### src/rtl/keccak_pkg.sv
// Shared state encoding, widths and byte-lane layout for the keccak message feeder.
package keccak_pkg;

  localparam int unsigned WORD_W = 32;
  localparam int unsigned BYTE_W = 8;

  // MSB of each byte lane; lane 0 carries the first byte of a word (big-endian)
  localparam int unsigned LANE0_MSB = 31;
  localparam int unsigned LANE1_MSB = 23;
  localparam int unsigned LANE2_MSB = 15;
  localparam int unsigned LANE3_MSB = 7;

  typedef enum logic [2:0] {
    IDLE,
    START,
    PACK,
    FLUSH,
    WAIT,
    GAP
  } feeder_state_e;

  function automatic logic [WORD_W-1:0] place_byte(
    input logic [WORD_W-1:0] word,
    input logic [1:0]        lane,
    input logic [BYTE_W-1:0] data
  );
    logic [WORD_W-1:0] r;
    r = word;
    case (lane)
      2'd0: r[LANE0_MSB -: BYTE_W] = data;
      2'd1: r[LANE1_MSB -: BYTE_W] = data;
      2'd2: r[LANE2_MSB -: BYTE_W] = data;
      2'd3: r[LANE3_MSB -: BYTE_W] = data;
    endcase
    return r;
  endfunction

endpackage

### src/rtl/keccak_byte_packer.sv
// Four-byte big-endian pack register with fill count; clear zeroes the word so
// unused low lanes of a short final word read as 0.
module keccak_byte_packer
  import keccak_pkg::*;
(
  input  logic              clk,
  input  logic              rst_n,
  input  logic              i_clear,
  input  logic              i_push,
  input  logic [BYTE_W-1:0] i_byte,
  output logic [WORD_W-1:0] o_word,
  output logic [2:0]        o_count,
  output logic              o_full
);

  logic [WORD_W-1:0] r_word;
  logic [2:0]        r_count;

  always_ff @(posedge clk or negedge rst_n) begin
    if (!rst_n) begin
      r_word  <= '0;
      r_count <= '0;
    end else if (i_clear) begin
      r_word  <= '0;
      r_count <= '0;
    end else if (i_push && !o_full) begin
      r_word  <= place_byte(r_word, r_count[1:0], i_byte);
      r_count <= r_count + 3'd1;
    end
  end

  assign o_word  = r_word;
  assign o_count = r_count;
  assign o_full  = (r_count == 3'd4);

endmodule

### src/rtl/keccak_msg_feeder.sv
// Byte-stream to keccak word-interface driver: restart pulse, big-endian packing,
// final-word/flush signalling and digest wait with optional inter-message gap.
module keccak_msg_feeder
  import keccak_pkg::*;
#(
  parameter int unsigned RST_PULSE  = 1,
  parameter int unsigned GAP_CYCLES = 0
) (
  input  logic              clk,
  input  logic              reset,
  input  logic              s_valid,
  input  logic [BYTE_W-1:0] s_data,
  input  logic              s_last,
  output logic              s_ready,
  output logic              k_reset,
  output logic [WORD_W-1:0] k_in,
  output logic              k_in_ready,
  output logic              k_is_last,
  output logic [1:0]        k_byte_num,
  input  logic              k_buffer_full,
  input  logic              k_out_ready,
  output logic              busy,
  output logic              msg_done
);

  feeder_state_e r_state;
  feeder_state_e w_state_nxt;

  logic [2:0] r_pulse_cnt;
  logic [7:0] r_gap_cnt;
  logic       r_pending;
  logic       r_is_last;
  logic [1:0] r_byte_num;
  logic       r_flush_pend;
  logic       r_msg_done;

  logic              w_accept;
  logic              w_xfer;
  logic              w_pack_clear;
  logic              w_pulse_done;
  logic              w_gap_done;
  logic [WORD_W-1:0] w_word;
  logic [2:0]        w_count;
  logic [2:0]        w_count_nxt;
  logic              w_full;

  assign s_ready      = (r_state == PACK) && !r_pending;
  assign w_accept     = s_valid && s_ready;
  assign w_xfer       = r_pending && !k_buffer_full;
  assign w_count_nxt  = w_count + 3'd1;
  assign w_pulse_done = (r_pulse_cnt == 3'(RST_PULSE - 1));
  assign w_gap_done   = (r_gap_cnt == 8'(GAP_CYCLES - 1));
  // Clearing on transfer lets the next byte land in lane 0 the following cycle
  assign w_pack_clear = w_xfer || (r_state == IDLE);

  keccak_byte_packer u_packer (
    .clk     (clk),
    .rst_n   (reset),
    .i_clear (w_pack_clear),
    .i_push  (w_accept),
    .i_byte  (s_data),
    .o_word  (w_word),
    .o_count (w_count),
    .o_full  (w_full)
  );

  always_ff @(posedge clk or negedge reset) begin
    if (!reset) begin
      r_state <= IDLE;
    end else begin
      r_state <= w_state_nxt;
    end
  end

  always_comb begin
    w_state_nxt = r_state;
    case (r_state)
      IDLE:    if (s_valid) w_state_nxt = START;
      START:   if (w_pulse_done) w_state_nxt = PACK;
      PACK: begin
        if (w_xfer) begin
          if (r_is_last) begin
            w_state_nxt = WAIT;
          end else if (r_flush_pend) begin
            w_state_nxt = FLUSH;
          end
        end
      end
      FLUSH:   if (w_xfer) w_state_nxt = WAIT;
      WAIT:    if (k_out_ready) w_state_nxt = (GAP_CYCLES == 0) ? IDLE : GAP;
      GAP:     if (w_gap_done) w_state_nxt = IDLE;
      default: w_state_nxt = IDLE;
    endcase
  end

  always_ff @(posedge clk or negedge reset) begin
    if (!reset) begin
      r_pulse_cnt  <= '0;
      r_gap_cnt    <= '0;
      r_pending    <= 1'b0;
      r_is_last    <= 1'b0;
      r_byte_num   <= '0;
      r_flush_pend <= 1'b0;
      r_msg_done   <= 1'b0;
    end else begin
      r_msg_done  <= (r_state == WAIT) && k_out_ready;
      r_pulse_cnt <= (r_state == START) ? r_pulse_cnt + 3'd1 : '0;
      r_gap_cnt   <= (r_state == GAP) ? r_gap_cnt + 8'd1 : '0;
      if (w_accept) begin
        if (w_count_nxt == 3'd4) begin
          r_pending    <= 1'b1;
          r_is_last    <= 1'b0;
          r_byte_num   <= '0;
          r_flush_pend <= s_last;
        end else if (s_last) begin
          r_pending  <= 1'b1;
          r_is_last  <= 1'b1;
          r_byte_num <= w_count_nxt[1:0];
        end
      end else if (w_xfer) begin
        // A message ending on a word boundary follows its last full word with an empty final word
        if (r_flush_pend) begin
          r_pending    <= 1'b1;
          r_is_last    <= 1'b1;
          r_byte_num   <= '0;
          r_flush_pend <= 1'b0;
        end else begin
          r_pending  <= 1'b0;
          r_is_last  <= 1'b0;
          r_byte_num <= '0;
        end
      end
    end
  end

  assign k_reset    = (r_state == START);
  assign k_in       = w_word;
  assign k_in_ready = r_pending;
  assign k_is_last  = r_is_last;
  assign k_byte_num = r_byte_num;
  assign busy       = (r_state != IDLE);
  assign msg_done   = r_msg_done;

endmodule
### config.mk
export PLATFORM = sky130hd
export DESIGN_NAME = keccak_msg_feeder
export DESIGN_NICKNAME = d
export VERILOG_FILES = /design/src/rtl/keccak_pkg.sv /design/src/rtl/keccak_byte_packer.sv /design/src/rtl/keccak_msg_feeder.sv
export SDC_FILE = /design/constraint.sdc
export NUM_CORES = 1
export LEC_CHECK = 0
export BUFFER_PORTS_ARGS = -buffer_cell sky130_fd_sc_hd__buf_2
export CAP_MARGIN = 20
export CORE_UTILIZATION = 40
export CTS_CLUSTER_DIAMETER = 150
export DETAILED_ROUTE_END_ITERATION = 7
export PLACE_DENSITY = 0.6
export SYNTH_ARGS = -nofsm -noshare
export SYNTH_HDL_FRONTEND = slang
export SYNTH_HIERARCHICAL = 1
export SYNTH_SLANG_ARGS = --single-unit
### constraint.sdc
create_clock -name clk -period 5.9 [get_ports clk]
set_clock_uncertainty 0.2 [all_clocks]
set_input_delay 0.295 -clock clk [delete_from_list [all_inputs] [get_ports clk]]
set_output_delay 0.295 -clock clk [all_outputs]
set_load 0.02 [all_outputs]
Word level (Yosys, flattened, before mapping)
Index checks and enable logic that the tools add are counted.
W data, S select, Z words.
- flip-flop bits (word level): 55
- bits in latches: 0
- RAM bits: 0
- ROM bits: 0
- bits of input ports: 14
- output and inout port bits: 40
- logic and storage cells: 95
- memories: 0
- $add $sub $neg: 3
- multiply operators: 0
- divide/modulo/power cells: 0
- magnitude comparators: 0
- equal/unequal tests: 20
- shifts and indexed selects: 0
- mux-type cells: 33
- bitwise gates (word level): 0
- reductions and logical operators: 26
- operators with widths (kind ; number):
    $mux W32 ; 2
    $mux W8 ; 5
    $mux W3 ; 11
    $pmux W3 S6 ; 1
    $eq A3 B3 Y1 const B ; 4
    $ne A2 B2 Y1 const B ; 6
    $reduce_and A2 Y1 ; 6
    $reduce_bool A2 Y1 ; 6
    $mux W1 ; 10
    $add A8 B1 Y8 const B ; 1
    $eq A8 B8 Y1 const B ; 1
    $mux W2 ; 4
    $reduce_and A7 Y1 ; 1
    $add A3 B1 Y3 const B ; 2
    $eq A3 B2 Y1 const B ; 2
    $logic_not A3 Y1 ; 2
    $ne A3 B3 Y1 const B ; 2
    $logic_and A1 B1 Y1 ; 5
    $eq A2 B2 Y1 const B ; 2
    $eq A3 B1 Y1 const B ; 1
    $logic_not A1 Y1 ; 3
    $reduce_bool A3 Y1 ; 1
    $eq A2 B1 Y1 const B ; 1
    $logic_not A2 Y1 ; 1
    other kinds (2) ; 2

Logic depth before layout (Yosys ltp)
- depth in word-level cells: 6
- mapped depth: 8
- mapped depth without buffers: 6

Hierarchy
Netlist, hierarchy kept.
- modules (own cells, without submodules) (module ; instances ; cells an instance ; area each (µm²) ; sequential area each (µm²)):
    keccak_byte_packer ; 1 ; 145 ; 1634.1 ; 875.8
    keccak_msg_feeder ; 1 ; 107 ; 1131.1 ; 500.5

Worst setup path before layout
OpenSTA, ideal clock, no wires.
- path kind: reg2reg
- start: register r_state[0]
- end: register u_packer.r_count[2] (netlist: u_packer/o_count[2])
- setup time: 0.125 ns
- arrival time: 2.039 ns
- required time: 5.575 ns
- slack: 3.536 ns
- cell stages (with the launch flop): 9
- path buffers: 2
- clock period less this slack: 2.364 ns
- path through: dfrtp_1 -> buf_6 -> nor4b_4 -> nand2_2 -> inv_1 -> a21boi_4 -> and2_4 -> buf_6 -> mux2_4
- cells in the longest elaborated chain, start to end: 5
- elaborated cells on any way between the ends: 8
- those cells by class: 1 x eq/ne; 1 x mux; 6 x reduce/logical
- RTL lines (what ; line ; RTL):
    start: declaration ; keccak_msg_feeder.sv:26 ; feeder_state_e r_state;
    start signal: assignment ; keccak_msg_feeder.sv:71 ; r_state <= w_state_nxt;
    $eq A3 B2 Y1 ; keccak_msg_feeder.sv:47 ; assign s_ready = (r_state == PACK) && !r_pending;
    $logic_and A1 B1 Y1 ; keccak_msg_feeder.sv:47 ;
    via s_ready ; keccak_msg_feeder.sv:14 ; output logic s_ready,
    $logic_and A1 B1 Y1 ; keccak_msg_feeder.sv:48 ; assign w_accept = s_valid && s_ready;
    via w_accept ; keccak_msg_feeder.sv:37 ; logic w_accept;
    $logic_and A1 B1 Y1 ; keccak_byte_packer.sv:26 ; end else if (i_push && !o_full) begin
    $reduce_bool A2 Y1 (no line) ; -- ;
    end signal: assignment ; keccak_byte_packer.sv:28 ; r_count <= r_count + 3'd1;
    end: declaration ; keccak_byte_packer.sv:17 ; logic [2:0] r_count;
The timed path passes the listed nets, and every way through them passes these cells.
A chain may end at the register's enable or synchronous reset.

Final worst setup path
- start: register r_state[2]
- end: register u_packer.r_count[2] (netlist: u_packer/o_count[2])
- cells in the longest elaborated chain, start to end: 5
- elaborated cells on any way between the ends: 8
- those cells by class: 1 x eq/ne; 1 x mux; 6 x reduce/logical
- RTL lines (what ; line):
    $eq A3 B2 Y1 ; keccak_msg_feeder.sv:47
    $logic_and A1 B1 Y1 ; keccak_msg_feeder.sv:47
    $logic_and A1 B1 Y1 ; keccak_msg_feeder.sv:48
    via w_accept ; keccak_msg_feeder.sv:37
    $logic_and A1 B1 Y1 ; keccak_byte_packer.sv:26
    $reduce_bool A2 Y1 (no line) ; --
The timed path passes the listed nets, and every way through them passes these cells.

==> summary.md <==
| Metric | Value |
|---|---|
| Outcome | complete, no violations |
| CP max stage delay | 550 ps |
| Leakage | 0.00171 µW |
| Final WS setup | 3550 ps |
| # Max-Cap Violations | 0 |
| Final wirelength | approximately 5.5 mm |
| Combinational share of power | 37.2% |
| Final setup fails | 0 |
| CTS tree | built |
| Slew Viols, Final | 0 |
| Net Switching | 460 µW |
| Max Clock Freq | 426 MHz |
| Die area | roughly 7200 µm² |
| Critical Path Source Type | flop |
| Worst Setup Path Type | reg2reg |
| Ys Warns | 6 |
| Critical Path End Type | flop |
| H-Tree Depth | 2 |
| Clock Tree Buf Depth | 2 |
| Internal Power | 801 µW |
| Area grow syn2layout | 16.7% |
| DP Worst Slack | around 3600 ps |
| Fin crit share | 39.8% |
| IO Pins | 54 |
| Initial DRC Count | 111 |
| GPL Wtd Cong | 0.799 |
| Least-Margin Pin Slew | 704 ps |
| Largest net degree at the start of global routing | 56 |
| Slew HR | between 50% and 60% |
| Overflow after GRT | 0 |
| # rows | 29 |
| Avg Cell Area, Syn | 11.0 µm² |
| Class of the worst hold path | in2reg |
| Fraction of layout cells with a size suffix above 1 | 26.9% |
| Power per cell area | 392 nW/µm² |
| Worst-case vdd ir drop | 183 µV |
| Die Width | between 80 and 90 µm |
| Nets | 327 |
| Initial antenna violation count | 0 |
| Clock Sinks | 55 |
| Core ar. | 6490 µm² |
| CP arrival | 2350 ps |
| Clk pwr share | 23.7% |
| CP max stage cell | dfrtp_1 |
| Synth Cell Area | around 2800 µm² |
| Drc violations | 0 |
| Filler cell count | 616 |
| Clock buffer count from CTS | 5 |
| Avg Vias per Cell | 4.86 |
| Ant diodes | 0 |
| First-pass GRT wire length | 9.23 mm |
| Fin Setup TNS | 0 ps |
| Die height | 85.0 µm |
| Clock-pin slew on the worst setup and hold paths | approximately 110 ps |
| CTS root buffer | clkbuf_8 |
| CP cell instances | nor4b_4 -> nand2_2 -> inv_1 -> a21boi_4 -> and2_4 -> mux2_4 |
| Crit path required time | 5910 ps |
| Final Hold Viols | 0 |
| Clk_lat worst skew | roughly 310 ps |
| PortBufs | 53 |
| Dpl hpwl | about 3.8 mm |
| Share of power burned in registers | 39.1% |
| Aggregate global-route resource usage | 16.2% |
| Vias | approximately 1,900 |
| Antenna-violating nets left | 0 |
| Wirelength per Cell | 14.4 µm |
| Detailed Routing Iterations Pass 1 | 4 |
| Sw Ratio | 36.5% |
| Cells after synthesis | 250 |
| Initial core utilization | a little over two fifths |
| Synthesized Nets | around 270 |
| Post-CTS Setup Bufs | 0 |
| Max FO, Critical Path | 13 |
| Minimum clock period | 2350 ps |
| RSZ-0062 raised after global routing | no |
| Vias in the first global route | 1,788 |
==> sequential cells by signal (all words and copies together) (netlist names) <==
name              flops
u_packer/o_word      32
r_gap_cnt             8
r_pulse_cnt           3
r_state               3
u_packer/o_count      3
k_byte_num            2
k_in_ready            1
k_is_last             1
msg_done              1
r_flush_pend          1
==> placed cells by master, fill, tap and decap left out, types with 2 or more instances in the layout <==
| master | count |
|---|---|
| dfrtp_1 | 55 |
| buf_2 | 53 |
| nand2b_1 | 34 |
| mux2i_1 | 25 |
| nand2_1 | 22 |
| nor2_1 | 19 |
| a21oi_1 | 10 |
| ha_1 | 9 |
| inv_1 | 6 |
| xor2_1 | 6 |
| o21ai_0 | 5 |
| clkbuf_8 | 5 |
| nand3_1 | 3 |
| xnor2_1 | 3 |
| nor2b_1 | 3 |
| nand2_2 | 2 |
| and3_1 | 2 |
| mux2_4 | 2 |
| a22o_1 | 2 |
| bufinv_16 | 2 |
| dlygate4sd3_1 | 2 |
| buf_4 | 2 |
==> metrics by stage <==
step / total power, µW / area [µm²] / cells / hold WS (ps) / utilization, %
floorplan: 859 / 2760 / 250 / -201 / -
global placement: 968 / 3060 / 372 / 254 / 47.1
detailed placement: 971 / 3060 / 372 / 265 / 47.1
CTS: 1270 / 3220 / 382 / 18.3 / 49.5
global route: 1340 / 3220 / 382 / 21.5 / 49.5
finish: 1260 / 3220 / 382 / 22.8 / 49.5
==> layout make-up <==
| cell class | instances | area (µm²) | share of cell area [%] |
|---|---|---|---|
| timing repair buffer | 57 | 300 | 9.33 |
| clock inverter | 3 | 67.6 | 2.10 |
| sequential | 55 | 1380 | 42.8 |
| multi-input combinational | 178 | 1280 | 39.8 |
| inverter | 7 | 28.8 | 0.895 |
| clock buffer | 5 | 68.8 | 2.14 |
| tap | 77 | 96.3 | 2.99 |
==> worst paths after layout <==
kind	end	startpoint	slack [ps]	cells after the start
min	u_packer/o_word[31]	s_data[7]	20	3
max	u_packer/o_count[2]	r_state[2]	3550	6
min in group asynchronous	r_pulse_cnt[0]	reset	430	3
max in group asynchronous	u_packer/o_count[1]	reset	4580	3
min reg2reg	r_pulse_cnt[0]	r_pulse_cnt[0]	270	1
max reg2reg	u_packer/o_count[2]	r_state[2]	3550	6
==> power by group through the flow <==
stage	clock [µW]	combinational (µW)	sequential, µW
finish	299	469	493
detailed placement	0	471	500
global route	320	516	501
floorplan	0	344	516
CTS	304	474	492
global placement	0	470	497
==> worst max-delay path, delay by kind of cell, from the launching register on <==
| kind | cells | cell delay, ps |
|---|---|---|
| AOI/OAI and AO/OA | 1 | 280 |
| muxes | 1 | 300 |
| DFF | 1 | 550 |
| buffers and inverters | 1 | 110 |
| and+or+nand+nor | 3 | 790 |
==> metal layers <==
layer,vias up,wire (µm),track usage [%]
met4,0,69,4.62
met2,29,2420,24.1
met3,6,143,2.72
met5,-,0,0
met1,879,2880,24.3
li1,943,-,-
==> timing repair <==
item,CTS,global route
resized for setup,0,0
endpoints found under the hold margin,56,0
hold buffers,2,0
No activity file was read; power rests on OpenSTA's default activity.
